--- config.mk ---
export PLATFORM = sky130hd
export DESIGN_NAME = booth_mult_arbiter
export DESIGN_NICKNAME = d
export VERILOG_FILES = /design/src/rtl/booth_pkg.sv /design/src/rtl/rr_pick.sv /design/src/rtl/booth_mult_arbiter.sv
export SDC_FILE = /design/constraint.sdc
export NUM_CORES = 1
export LEC_CHECK = 0
export CAP_MARGIN = 5
export CORE_MARGIN = 3
export CORE_UTILIZATION = 42
export DETAILED_ROUTE_END_ITERATION = 7
export PLACE_DENSITY = 0.79
export SYNTH_ARGS = -nofsm -noshare
export SYNTH_HDL_FRONTEND = slang
export SYNTH_SLANG_ARGS = --single-unit
--- constraint.sdc ---
create_clock -name clk -period 3.57 [get_ports clk]
set_clock_uncertainty 0.15 [all_clocks]
set_input_delay 0.714 -clock clk [delete_from_list [all_inputs] [get_ports clk]]
set_output_delay 0.714 -clock clk [all_outputs]
set_load 0.02 [all_outputs]
--- src/rtl/booth_pkg.sv ---
// Shared constants for the booth multiplier arbiter: default sizing and FSM encodings.
package booth_pkg;

  localparam int unsigned DefaultNReq    = 4;
  localparam int unsigned DefaultWidth   = 8;
  localparam int unsigned DefaultTimeout = 64;

  typedef logic [1:0] arb_state_t;

  localparam arb_state_t StIdle  = 2'd0;
  localparam arb_state_t StWait  = 2'd1;
  localparam arb_state_t StResp  = 2'd2;
  localparam arb_state_t StDrain = 2'd3;

endpackage

--- src/rtl/rr_pick.sv ---
// Combinational round-robin picker: first set request at or above ptr_i, wrapping.
module rr_pick
  import booth_pkg::*;
#(
  parameter int unsigned N_REQ = DefaultNReq,
  parameter int unsigned IW    = (N_REQ > 1) ? $clog2(N_REQ) : 1
) (
  input  logic [N_REQ-1:0] req_i,
  input  logic [IW-1:0]    ptr_i,
  output logic [N_REQ-1:0] gnt_o,
  output logic [IW-1:0]    idx_o,
  output logic             any_o
);

  // One extra bit so ptr + offset never overflows before the modulo fold.
  localparam int unsigned SW = IW + 1;

  logic [SW-1:0] cand;

  // Walk candidates ptr, ptr+1, ... (mod N_REQ) and keep the first valid one.
  always_comb begin
    gnt_o = '0;
    idx_o = '0;
    any_o = 1'b0;
    cand  = '0;
    for (int unsigned i = 0; i < N_REQ; i++) begin
      cand = {1'b0, ptr_i} + SW'(i);
      if (cand >= SW'(N_REQ)) begin
        cand = cand - SW'(N_REQ);
      end
      if (!any_o && req_i[cand[IW-1:0]]) begin
        any_o                = 1'b1;
        idx_o                = cand[IW-1:0];
        gnt_o[cand[IW-1:0]]  = 1'b1;
      end
    end
  end

endmodule

--- src/rtl/booth_mult_arbiter.sv ---
// Round-robin front end sharing one sequential multiplier among N_REQ clients.
// One op in flight at a time; a timed-out op drains the multiplier before the next grant.
module booth_mult_arbiter
  import booth_pkg::*;
#(
  parameter int unsigned N_REQ   = DefaultNReq,
  parameter int unsigned WIDTH   = DefaultWidth,
  parameter int unsigned TIMEOUT = DefaultTimeout
) (
  input  logic                   clk,
  input  logic                   rst_n,
  input  logic [N_REQ-1:0]       req_valid,
  output logic [N_REQ-1:0]       req_ready,
  input  logic [N_REQ*WIDTH-1:0] req_m,
  input  logic [N_REQ*WIDTH-1:0] req_q,
  output logic [N_REQ-1:0]       rsp_valid,
  input  logic [N_REQ-1:0]       rsp_ready,
  output logic [2*WIDTH-1:0]     rsp_p,
  output logic                   rsp_err,
  output logic                   mul_start,
  output logic [WIDTH-1:0]       mul_m,
  output logic [WIDTH-1:0]       mul_q,
  input  logic [2*WIDTH-1:0]     mul_p,
  input  logic                   mul_done,
  input  logic                   mul_busy
);

  localparam int unsigned IW = (N_REQ > 1) ? $clog2(N_REQ) : 1;
  localparam int unsigned CW = $clog2(TIMEOUT);

  arb_state_t         state_q, state_d;
  logic [IW-1:0]      ptr_q, ptr_d;
  logic [IW-1:0]      gnt_id_q, gnt_id_d;
  logic [CW-1:0]      cnt_q, cnt_d;
  logic               start_q, start_d;
  logic [WIDTH-1:0]   opm_q, opm_d;
  logic [WIDTH-1:0]   opq_q, opq_d;
  logic [2*WIDTH-1:0] prod_q, prod_d;
  logic               err_q, err_d;

  logic [N_REQ-1:0]   pick_gnt;
  logic [IW-1:0]      pick_idx;
  logic               pick_any;

  rr_pick #(
    .N_REQ (N_REQ),
    .IW    (IW)
  ) u_rr_pick (
    .req_i (req_valid),
    .ptr_i (ptr_q),
    .gnt_o (pick_gnt),
    .idx_o (pick_idx),
    .any_o (pick_any)
  );

  // Next-state logic for the FSM, operand/product registers and the WAIT counter.
  always_comb begin
    state_d  = state_q;
    ptr_d    = ptr_q;
    gnt_id_d = gnt_id_q;
    cnt_d    = cnt_q;
    start_d  = 1'b0;
    opm_d    = opm_q;
    opq_d    = opq_q;
    prod_d   = prod_q;
    err_d    = err_q;
    unique case (state_q)
      StIdle: begin
        if (pick_any) begin
          opm_d    = req_m[32'(pick_idx) * WIDTH +: WIDTH];
          opq_d    = req_q[32'(pick_idx) * WIDTH +: WIDTH];
          start_d  = 1'b1;
          gnt_id_d = pick_idx;
          ptr_d    = (pick_idx == IW'(N_REQ - 1)) ? '0 : pick_idx + 1'b1;
          cnt_d    = '0;
          state_d  = StWait;
        end
      end
      StWait: begin
        // cnt_q == 0 marks the first WAIT cycle, where a done left over from a
        // previous op must not be taken as this op's result. Done beats timeout.
        if ((cnt_q != '0) && mul_done) begin
          prod_d  = mul_p;
          err_d   = 1'b0;
          state_d = StResp;
        end else if (cnt_q == CW'(TIMEOUT - 1)) begin
          prod_d  = '0;
          err_d   = 1'b1;
          state_d = StResp;
        end else begin
          cnt_d = cnt_q + 1'b1;
        end
      end
      StResp: begin
        if (rsp_ready[gnt_id_q]) begin
          state_d = err_q ? StDrain : StIdle;
        end
      end
      StDrain: begin
        // The aborted op may still be running; wait it out before a new start.
        if (!mul_busy) begin
          state_d = StIdle;
        end
      end
      default: state_d = StIdle;
    endcase
  end

  // State registers with asynchronous clear; a reset mid-op drops the op silently.
  always_ff @(posedge clk or negedge rst_n) begin
    if (!rst_n) begin
      state_q  <= StIdle;
      ptr_q    <= '0;
      gnt_id_q <= '0;
      cnt_q    <= '0;
      start_q  <= 1'b0;
      opm_q    <= '0;
      opq_q    <= '0;
      prod_q   <= '0;
      err_q    <= 1'b0;
    end else begin
      state_q  <= state_d;
      ptr_q    <= ptr_d;
      gnt_id_q <= gnt_id_d;
      cnt_q    <= cnt_d;
      start_q  <= start_d;
      opm_q    <= opm_d;
      opq_q    <= opq_d;
      prod_q   <= prod_d;
      err_q    <= err_d;
    end
  end

  // Handshake outputs decoded from the registered state.
  always_comb begin
    req_ready = (state_q == StIdle) ? pick_gnt : '0;
    rsp_valid = (state_q == StResp) ? (N_REQ'(1) << gnt_id_q) : '0;
  end

  assign rsp_p     = prod_q;
  assign rsp_err   = err_q;
  assign mul_start = start_q;
  assign mul_m     = opm_q;
  assign mul_q     = opq_q;

endmodule

==> out/metrics.cfg <==
[job]
drv_cap=0

[min_path]
holdPathEnd=mul_q[7]$_DFFE_PN0P_
hp-start=mul_q[7]$_DFFE_PN0P_
holdPathStages=2
min_path_type=flip-flop to flip-flop

[timing]
finalHoldViolCount=0
setup_slack_ns=0.0549
rsz0062_at_grt=no
setup_viol=0
relSlewSlack_pct=29.1
post-route-period-util_pct=98.5
finalMaxSlewViolations=0
finalCriticalPeriod_ns=3.52
fin_hold_ws_ns=0.364
worstMarginPinSlew_ns=1.06
max_freq_mhz=284

[synthesis]
async_flop_share_pct=100
netlist_area_um2=3810
synth.distinct_cells=58
synthFlopType=dfrtp_1
synth_edf_count=0
postSynthCellCount=472
avgSynthCellArea_um2=8.07
synth_nets=573
ys.warnings.count=0
ys_ff_latch=46
yosysSeqAreaShare_pct=30.2

[critical_path]
slowest_stage=mux4_2
timing.rr.start=ptr_q[0]$_DFFE_PN0P_
worstPathMaxFanout=6
crit_type=input port to output port
critPathLaunchType=input port
reg2reg_to=mul_m[4]$_DFFE_PN0P_
endpoint_kind=output port
path_cells=clkdlybuf4s50_1 > mux4_2 > nor2b_4 > a22o_1 > mux2i_1 > a21oi_2 > clkdlybuf4s15_1
crit_required_ns=2.71
cp_data_arrival_time_ns=2.65
reg2reg_slack_ns=0.73
reg2reg_depth=8
slowest_delay_ns=0.59

[floorplanning]
start_util_pct=43.5
io_pins=134
die_h_um=101
die_width_um=101
rows=34
core_um2=8760
die_area_um2=10200

[pwr]
leakage_nw=2.13
power_density_nw_per_um2=855
p_total_mw=4.58
peakVddDrop_uv=479

[cts]
clk_pin_slew_ns=0.10
root_buffer=clkbuf_8
htree_levels=2
clk_latency_ns=0.30
tritoncts=built
numCtsBuffers=5
postCtsSetupBuffers=0
cts_resized=5
clock_sinks=46
cts_hold_buf=0
clk_path_buf_depth=2

[global_route]
antenna_found_initial=0
grt_start_max_net_pins=55
grt_pass1_wl_mm=19.6
grt_use_total_pct=23.4
grt_pass1_vias=4072
globalRouteOverflowTotal=0

[routing]
drtAntennaViolNets=0
drt_iter0_markers=288
dr.pass1.iters=5
vias=4141
drc_errors=0
post_drt_via_cell_ratio=5.90
drt_wl_total_mm=12.0
wl_per_cell_um=17.1

[outcome]
status=finished, final reports clean

[placed_design]
placed_area_um2=5220
place_hpwl_mm=8.76
port_buffers=133
gp_congestion=0.856
pre_cts_slack_ns=-0.271

[layout]
layout.nets=694
antenna_cells=0
drive_above_1_share_pct=11.4
area_growth_pct=40.6
final_util_pct=61.1
stdcell_area_um2=5360

synthesized netlist by cell type, types with 4 or more instances:
cell      instances  area (um2)
o21a_1           16         120
dfrtp_1          46        1150
buf_2            13        65.1
a211oi_1         26         195
a21oi_1           8        40.0
o311ai_1         16         140
mux4_2            4        90.1
o21ai_1          25         125
nand2_1         117         439
xor2_1            4        35.0
inv_1             5        18.8
o21ai_0          33         165
clkbuf_1         19        71.3
mux2i_1           7        70.1
nor3_1           18        90.1
nor4bb_1          4        40.0
nand3_1           7        35.0
nor2_1            9        33.8
a211oi_2          7        87.6
a22oi_1          16         120
nand2b_1          5        31.3
a22o_1            4        35.0
ha_1              9         113
stage by stage:
stage	setup TNS, ns	cells
after floorplan	0	472
after global placement	-0.483	694
after detailed placement	-1.00	694
after CTS	0	702
after global routing	0	702
final	0	702
state kept, by name (all words and copies together) (netlist names):
signal     cells
mul_q          8
mul_m          8
rsp_p         16
cnt_q          6
gnt_id_q       2
rsp_err        1
mul_start      1
ptr_q          2
state_q        2
critical path, delay by kind of cell:
family	cells	cell delay, ns
compound gates	2	0.29
simple gates	1	0.19
buf+inv	2	0.79
mux	2	0.67
cells by family after synthesis:
group / after synthesis / share of synthesized area (%)
multiplexers: 15 / 5.48
buffers and inverters: 47 / 7.00
adder cells (fa/ha/maj): 9 / 2.96
AO/OA/AOI/OAI: 166 / 30.6
flip-flops: 46 / 30.2
XOR/XNOR: 4 / 0.919
AND/OR/NAND/NOR: 185 / 22.8
layout by cell type, fill, tap and decap left out, drive strengths merged, types with 16 or more instances in the layout:
cell type | synthesis | layout
a211oi | 33 | 33
a22oi | 16 | 16
buf | 20 | 22
clkdlybuf4s50 | 0 | 128
dfrtp | 46 | 46
nand2 | 118 | 118
nor3 | 18 | 18
o21a | 16 | 16
o21ai | 60 | 60
o311ai | 16 | 16
layout make-up:
class	count	area (um2)
Clock buffer	5	68.8
Clock inverter	3	68.8
Fill cell	753	3410
Inverter	7	26.3
Multi-Input combinational cell	379	2430
Sequential cell	46	1150
Tap cell	108	135
Timing Repair Buffer	154	1480
how the worst max path moves through the flow:
stage	from	to	slack [ns]	cells past startpoint
global route	req_valid[2]	req_ready[1]	0.003	7
floorplan	ptr_q[0]$_DFFE_PN0P_	req_ready[1]	0.006	13
detailed placement	req_valid[1]	req_ready[0]	-0.27	8
finish	req_valid[2]	req_ready[0]	0.05	7
global placement	req_valid[2]	req_ready[2]	-0.12	7
CTS	req_valid[2]	req_ready[2]	0.05	7
power breakdown:
group	total, mW	switching (mW)	internal (mW)
clock network	0.474	0.193	0.281
logic	3.15	1.84	1.32
registers	0.953	0.192	0.761
total	4.58	2.22	2.36
layer usage:
layer	wire (um)	part of all wire, %	track usage, %
met5	0	0	0
met3	1090	9.1	4.27
met4	182	1.5	5.62
met2	5700	47	39.0
met1	5040	42	31.4
(Power assumes the default switching activity.)
